--- src/rtl/player_health_ctrl.sv ---
// Player HP, hit acceptance, i-frame window and sprite flash.
// Turns the raw collision level into game state for renderer and game FSM.
module player_health_ctrl #(
    parameter int MAX_HP       = 20,
    parameter int DAMAGE       = 4,
    parameter int IFRAME_TICKS = 60,
    parameter int FLASH_PERIOD = 4
) (
    input  logic       CLOCK_50,
    input  logic       resetn,
    input  logic       frame_tick,
    input  logic       collision_detected,
    input  logic       game_start,
    input  logic       heal_req,
    input  logic [6:0] heal_amt,
    output logic [6:0] hp,
    output logic       hit_pulse,
    output logic       invulnerable,
    output logic       player_visible,
    output logic       game_over,
    output logic [1:0] state
);

    typedef enum logic [1:0] {
        IDLE   = 2'd0,
        ALIVE  = 2'd1,
        INVULN = 2'd2,
        DEAD   = 2'd3
    } state_t;

    localparam logic [7:0] MAX8 = 8'(MAX_HP);
    localparam logic [7:0] DMG8 = 8'(DAMAGE);
    localparam logic [7:0] IFR8 = 8'(IFRAME_TICKS);
    localparam logic [3:0] FP4  = 4'(FLASH_PERIOD);

    state_t     state_q, state_n;
    logic [6:0] hp_n;
    logic       hit_n, inv_n, vis_n, over_n;
    logic [7:0] iframe_q, iframe_n;
    logic [3:0] flash_q, flash_n;

    logic [7:0] hp_sum;
    logic [6:0] healed;
    logic [6:0] h_eff;

    // Heal is saturated before damage so a same-cycle heal can save the player
    assign hp_sum = {1'b0, hp} + {1'b0, heal_amt};
    assign healed = (hp_sum > MAX8) ? MAX8[6:0] : hp_sum[6:0];
    assign h_eff  = heal_req ? healed : hp;

    always_ff @(posedge CLOCK_50) begin
        if (!resetn) begin
            state_q        <= IDLE;
            hp             <= MAX8[6:0];
            hit_pulse      <= 1'b0;
            invulnerable   <= 1'b0;
            player_visible <= 1'b0;
            game_over      <= 1'b0;
            iframe_q       <= 8'd0;
            flash_q        <= 4'd0;
        end else begin
            state_q        <= state_n;
            hp             <= hp_n;
            hit_pulse      <= hit_n;
            invulnerable   <= inv_n;
            player_visible <= vis_n;
            game_over      <= over_n;
            iframe_q       <= iframe_n;
            flash_q        <= flash_n;
        end
    end

    always_comb begin
        state_n  = state_q;
        hp_n     = hp;
        hit_n    = 1'b0;
        inv_n    = invulnerable;
        vis_n    = player_visible;
        over_n   = game_over;
        iframe_n = iframe_q;
        flash_n  = flash_q;

        if (game_start) begin
            state_n  = ALIVE;
            hp_n     = MAX8[6:0];
            inv_n    = 1'b0;
            vis_n    = 1'b1;
            over_n   = 1'b0;
            iframe_n = 8'd0;
            flash_n  = 4'd0;
        end else begin
            unique case (state_q)
                IDLE: begin
                    vis_n = 1'b0;
                end
                ALIVE: begin
                    if (collision_detected) begin
                        hit_n = 1'b1;
                        if ({1'b0, h_eff} <= DMG8) begin
                            state_n = DEAD;
                            hp_n    = 7'd0;
                            over_n  = 1'b1;
                            vis_n   = 1'b0;
                            inv_n   = 1'b0;
                        end else begin
                            state_n  = INVULN;
                            hp_n     = h_eff - DMG8[6:0];
                            inv_n    = 1'b1;
                            vis_n    = 1'b0;
                            iframe_n = IFR8;
                            flash_n  = 4'd0;
                        end
                    end else if (heal_req) begin
                        hp_n = healed;
                    end
                end
                INVULN: begin
                    if (heal_req)
                        hp_n = healed;
                    if (frame_tick) begin
                        if (iframe_q == 8'd1) begin
                            state_n  = ALIVE;
                            inv_n    = 1'b0;
                            vis_n    = 1'b1;
                            iframe_n = 8'd0;
                            flash_n  = 4'd0;
                        end else begin
                            iframe_n = iframe_q - 8'd1;
                            if (flash_q + 4'd1 == FP4) begin
                                flash_n = 4'd0;
                                vis_n   = ~player_visible;
                            end else begin
                                flash_n = flash_q + 4'd1;
                            end
                        end
                    end
                end
                DEAD: begin
                    hp_n   = 7'd0;
                    over_n = 1'b1;
                    vis_n  = 1'b0;
                    inv_n  = 1'b0;
                end
                default: state_n = IDLE;
            endcase
        end
    end

    assign state = state_q;

endmodule

--- config.mk ---
export PLATFORM = sky130hd
export DESIGN_NAME = player_health_ctrl
export DESIGN_NICKNAME = d
export VERILOG_FILES = /design/src/rtl/player_health_ctrl.sv
export SDC_FILE = /design/constraint.sdc
export NUM_CORES = 1
export LEC_CHECK = 0
export ABC_CLOCK_PERIOD_IN_PS = 2810
export BUFFER_PORTS_ARGS = -buffer_cell sky130_fd_sc_hd__buf_4
export CELL_PAD_IN_SITES_DETAIL_PLACEMENT = 2
export CELL_PAD_IN_SITES_GLOBAL_PLACEMENT = 2
export CORE_MARGIN = 10
export CORE_UTILIZATION = 31
export CTS_BUF_LIST = sky130_fd_sc_hd__clkbuf_4 sky130_fd_sc_hd__clkbuf_8
export DETAILED_ROUTE_END_ITERATION = 7
export MAX_ROUTING_LAYER = met4
export PLACE_DENSITY = 0.73
export SLEW_MARGIN = 25
export SYNTH_ARGS = -nofsm -noshare
export SYNTH_HDL_FRONTEND = slang
export SYNTH_SLANG_ARGS = --single-unit
--- constraint.sdc ---
create_clock -name CLOCK_50 -period 2.81 [get_ports CLOCK_50]
set_clock_uncertainty 0.05 [all_clocks]
set_input_delay 0.562 -clock CLOCK_50 [delete_from_list [all_inputs] [get_ports CLOCK_50]]
set_output_delay 0.562 -clock CLOCK_50 [all_outputs]
set_load 0.01 [all_outputs]
==> summary.txt <==
Worst setup path
  – R2r setup slk: about 0.10 ns
  – Setup crit start: heal_amt[0]
  – Crit Path Category: in -> reg
  – Critical path endpoint: flash_q[1]
  – CP arrival: 2.86 ns
  – CP bufs+invs: 2
  – Most used cell, CP: a211o_1
  – Worst Setup End Kind: register
  – Critical-path cell list: buf_6 > ha_4 > fa_2 > a211o_1 > a211o_1 > a21bo_1 > o221ai_4 > a31oi_4 > buf_4 > o41ai_2
  – Crit-path max cell delay: 0.35 ns
  – CP required: 2.94 ns
  – RR Startpoint: hp[0]
  – Reg2reg end: flash_q[1]
  – Slowest CP cell: fa_2
  – WP depth: 10
  – CP startpoint kind: input pin
  – CP top delay family: compound AO/OA/AOI/OAI gates
  – CP Max Fanout: 7
  – Reg2reg path depth: 9

Power and ir drop
  – Clock network power share: between 30% and 40%
  – Flop pwr share: between 40% and 50%
  – Pint: 549 µW
  – Combinational cell fraction of total power: 22.5%
  – Leakage: 0.915 nW
  – Peak supply drop: around 200 µV
  – PD cells: between 300 and 400 nW/µm²
  – Switch share: 29.1%
  – Total power: a little under 800 µW
  – Net Sw Power: 225 µW

Clocking
  – H-tree Lvls: 1
  – CTS buffer count: 3
  – Clock-pin slew on the worst setup and hold paths: 0.09 ns
  – # Post-CTS Setup Buffers: 0
  – CTS tree: yes
  – Clock Latency Late Sink: 0.28 ns
  – Clk buf depth: 2
  – Number of clock sinks: 25
  – Root Buffer Master: clkbuf_8
  – # hold bufs at CTS: 0

Yosys
  – Synth Instances: roughly 220
  – Top post-synthesis cells by area: dfxtp_1 (28%), ha_1 (7.8%), a21oi_1 (5.1%), nor2_1 (4.1%), nand2_1 (3.4%)
  – Syn Nets: 240
  – Ys async rst share: 0%
  – Post-synthesis cell type count: 58
  – Synth Register Bits: 25
  – Mapped Area: between 1500 and 2000 µm²
  – Yosys top cell by area: dfxtp_1
  – EDFF count, synth: 0
  – Ys Warns: 0
  – Main synth FF type: dfxtp_1
  – Synth top area share: approximately 28%
  – Sequential element share of the synthesized area: between 20% and 30%
  – Syn Area/Cell: 8.18 µm²

STA
  – Fin crit share: 97.1%
  – Final Max Tran Viols: 0
  – Worst Hold Slack: between 0.4 and 0.5 ns
  – Worst Tran Pin Value: 0.414 ns
  – Tmin final: between 2 and 3 ns
  – Worst slew margin relative to its limit: between 70% and 80%
  – Final critical-path setup slack: ~0.08 ns
  – Achievable frequency: around 370 MHz
  – Final Hold Vio Count: 0
  – Fin Setup TNS: 0 ns
  – Setup violations, final: 0

Finish
  – Diodes inserted: 0
  – Nets@finish: 287
  – Fill count: 626
  – Layout area overhead: 29.7%
  – Fraction of layout cells with a size suffix above 1: 26.1%

Global route
  – Vias in the first global route: about 2.0k
  – Largest net degree at the start of global routing: 14
  – First-pass GRT wire length: 10000 µm
  – Total grt overflow: 0
  – GRT Util Overall: 14.3%
  – Initial antenna violation count: 0

Route
  – DRT Pass-1 Iters: 4
  – Via/cell ratio: 5.55
  – Vias: 1847
  – DRT Wirelength: 6170 µm
  – Post-DRT Antenna Nets: 0
  – Iter 0 DRT Violations: 63
  – DR WL/cell: around 19 µm
  – Residual DRC: 0

Status
  – Status: completed

Floorplanning
  – Die area: 9090 µm²
  – Core area: approximately 5500 µm²
  – Initial Util: 31.9%
  – Die width: 95.3 µm
  – Ports: 26
  – FP Rows: 27
  – Die H: 95.3 µm

Flow run
  – Max-cap viol count: 0

Place
  – Post-DP HPWL: 4940 µm
  – Dpl ws: -0.354 ns
  – Placer Congestion: 0.838
  – Buffers on Ports: 25

Min path
  – Worst Hold Class: reg -> reg
registers in the layout (all words and copies together) (netlist names):
register and flops:
invulnerable 1, flash_q 4, iframe_q 8, state 2
player_visible 1, hp 7, game_over 1, hit_pulse 1
area by class of cell:
cell class	instances	area, µm²	area share, %
flip-flops and latches	25	500	21.9
multi-input cells	177	1240	54.5
repair buffers	50	379	16.6
clock buffers	4	48.8	2.14
inverters	5	18.8	0.823
well taps	72	90.1	3.95
worst min path at each step:
stage                            start           end  depth (start not counted)
final                     invulnerable  invulnerable                          2
after global routing       iframe_q[1]   iframe_q[1]                          2
after CTS                 invulnerable  invulnerable                          2
after detailed placement     game_over     game_over                          1
after global placement     iframe_q[1]   iframe_q[1]                          2
after floorplan            iframe_q[1]   iframe_q[1]                          2
cell usage in the layout, fill, tap and decap left out, types with 3 or more instances in the layout:
| master | n |
|---|---|
| or3_1 | 3 |
| a21oi_1 | 18 |
| o31ai_1 | 4 |
| inv_1 | 5 |
| xnor2_1 | 3 |
| a31oi_1 | 4 |
| nand2_1 | 16 |
| a22oi_1 | 3 |
| clkbuf_8 | 3 |
| a211o_1 | 3 |
| buf_4 | 49 |
| nor2_1 | 19 |
| o211ai_1 | 3 |
| nand2b_1 | 3 |
| a211oi_1 | 6 |
| dfxtp_1 | 25 |
| o21ai_0 | 7 |
| nor3_1 | 5 |
| mux2i_1 | 3 |
| nand3_1 | 11 |
| ha_1 | 10 |
| o21a_1 | 4 |
| or2_2 | 3 |
per-stage QoR:
| step | cells | instance area [µm²] | util, % |
|---|---|---|---|
| floorplan | 215 | 1760 | - |
| global placement | 329 | 2190 | 39.8 |
| detailed placement | 329 | 2190 | 39.8 |
| CTS | 333 | 2260 | 41.0 |
| global route | 333 | 2280 | 41.4 |
| finish | 333 | 2280 | 41.4 |
tightest hold or removal path: stages (launching register included):
cell     delay, ns
dfxtp_1       0.32
o21ai_0       0.07
a21oi_1       0.06
per-layer routing:
layer  track usage, %  up-vias  part of all wire (%)
met3             2.36        4                   2.2
met1             18.4      916                    50
li1                 -      909                     -
met5                -        -                     0
met4             3.37        0                  0.78
met2             22.6       18                    47
power groups by stage:
stage	sequential, mW	combinational (mW)	clock (mW)
3_3_place_gp	0.375	0.163	0
4_1_cts	0.368	0.172	0.248
2_1_floorplan	0.377	0.0905	0
5_1_grt	0.369	0.192	0.254
6_report	0.368	0.174	0.233
3_5_place_dp	0.376	0.168	0
cell families (layout without fill, tap and decap cells):
kind of cell               Yosys count  in the layout  share of synthesized area, %
buffers and inverters               13             59                          3.13
xor gates and xnor gates             4              4                          1.99
AOI/OAI and AO/OA                   76             76                          31.5
adders and majority gates           12             12                          8.96
muxes                                3              3                          1.71
and+or+nand+nor                     82             82                          24.3
DFF                                 25             25                          28.4
cell usage after synthesis (2+ instances only):
cell / instances
a21o_1: 2
nor4_1: 2
nor2_1: 19
nor3_1: 5
a211o_1: 3
dfxtp_1: 25
nor2b_1: 2
nand3_1: 11
and2_1: 2
o31ai_1: 4
o41ai_2: 2
nor3b_1: 2
a31oi_1: 4
inv_1: 5
nand2_1: 16
or3_1: 3
o21ai_0: 7
o41ai_1: 2
nand4_1: 2
nand3b_1: 2
xnor2_1: 3
ha_1: 11
buf_2: 2
nand2b_1: 3
a22oi_1: 3
o21a_1: 4
a211oi_1: 7
a21oi_1: 18
and3_1: 2
o211ai_1: 3
mux2i_1: 3
o21bai_1: 2
o21ai_1: 2
a21boi_0: 2
clkbuf_1: 5
or2_2: 3
timing repair:
| action | 4_1_cts | 5_1_grt |
|---|---|---|
| pin swaps | 0 | 2 |
| resized for setup | 2 | 4 |
| endpoints found under the setup margin | 7 | 12 |
Power figures use the tool's default switching activity.
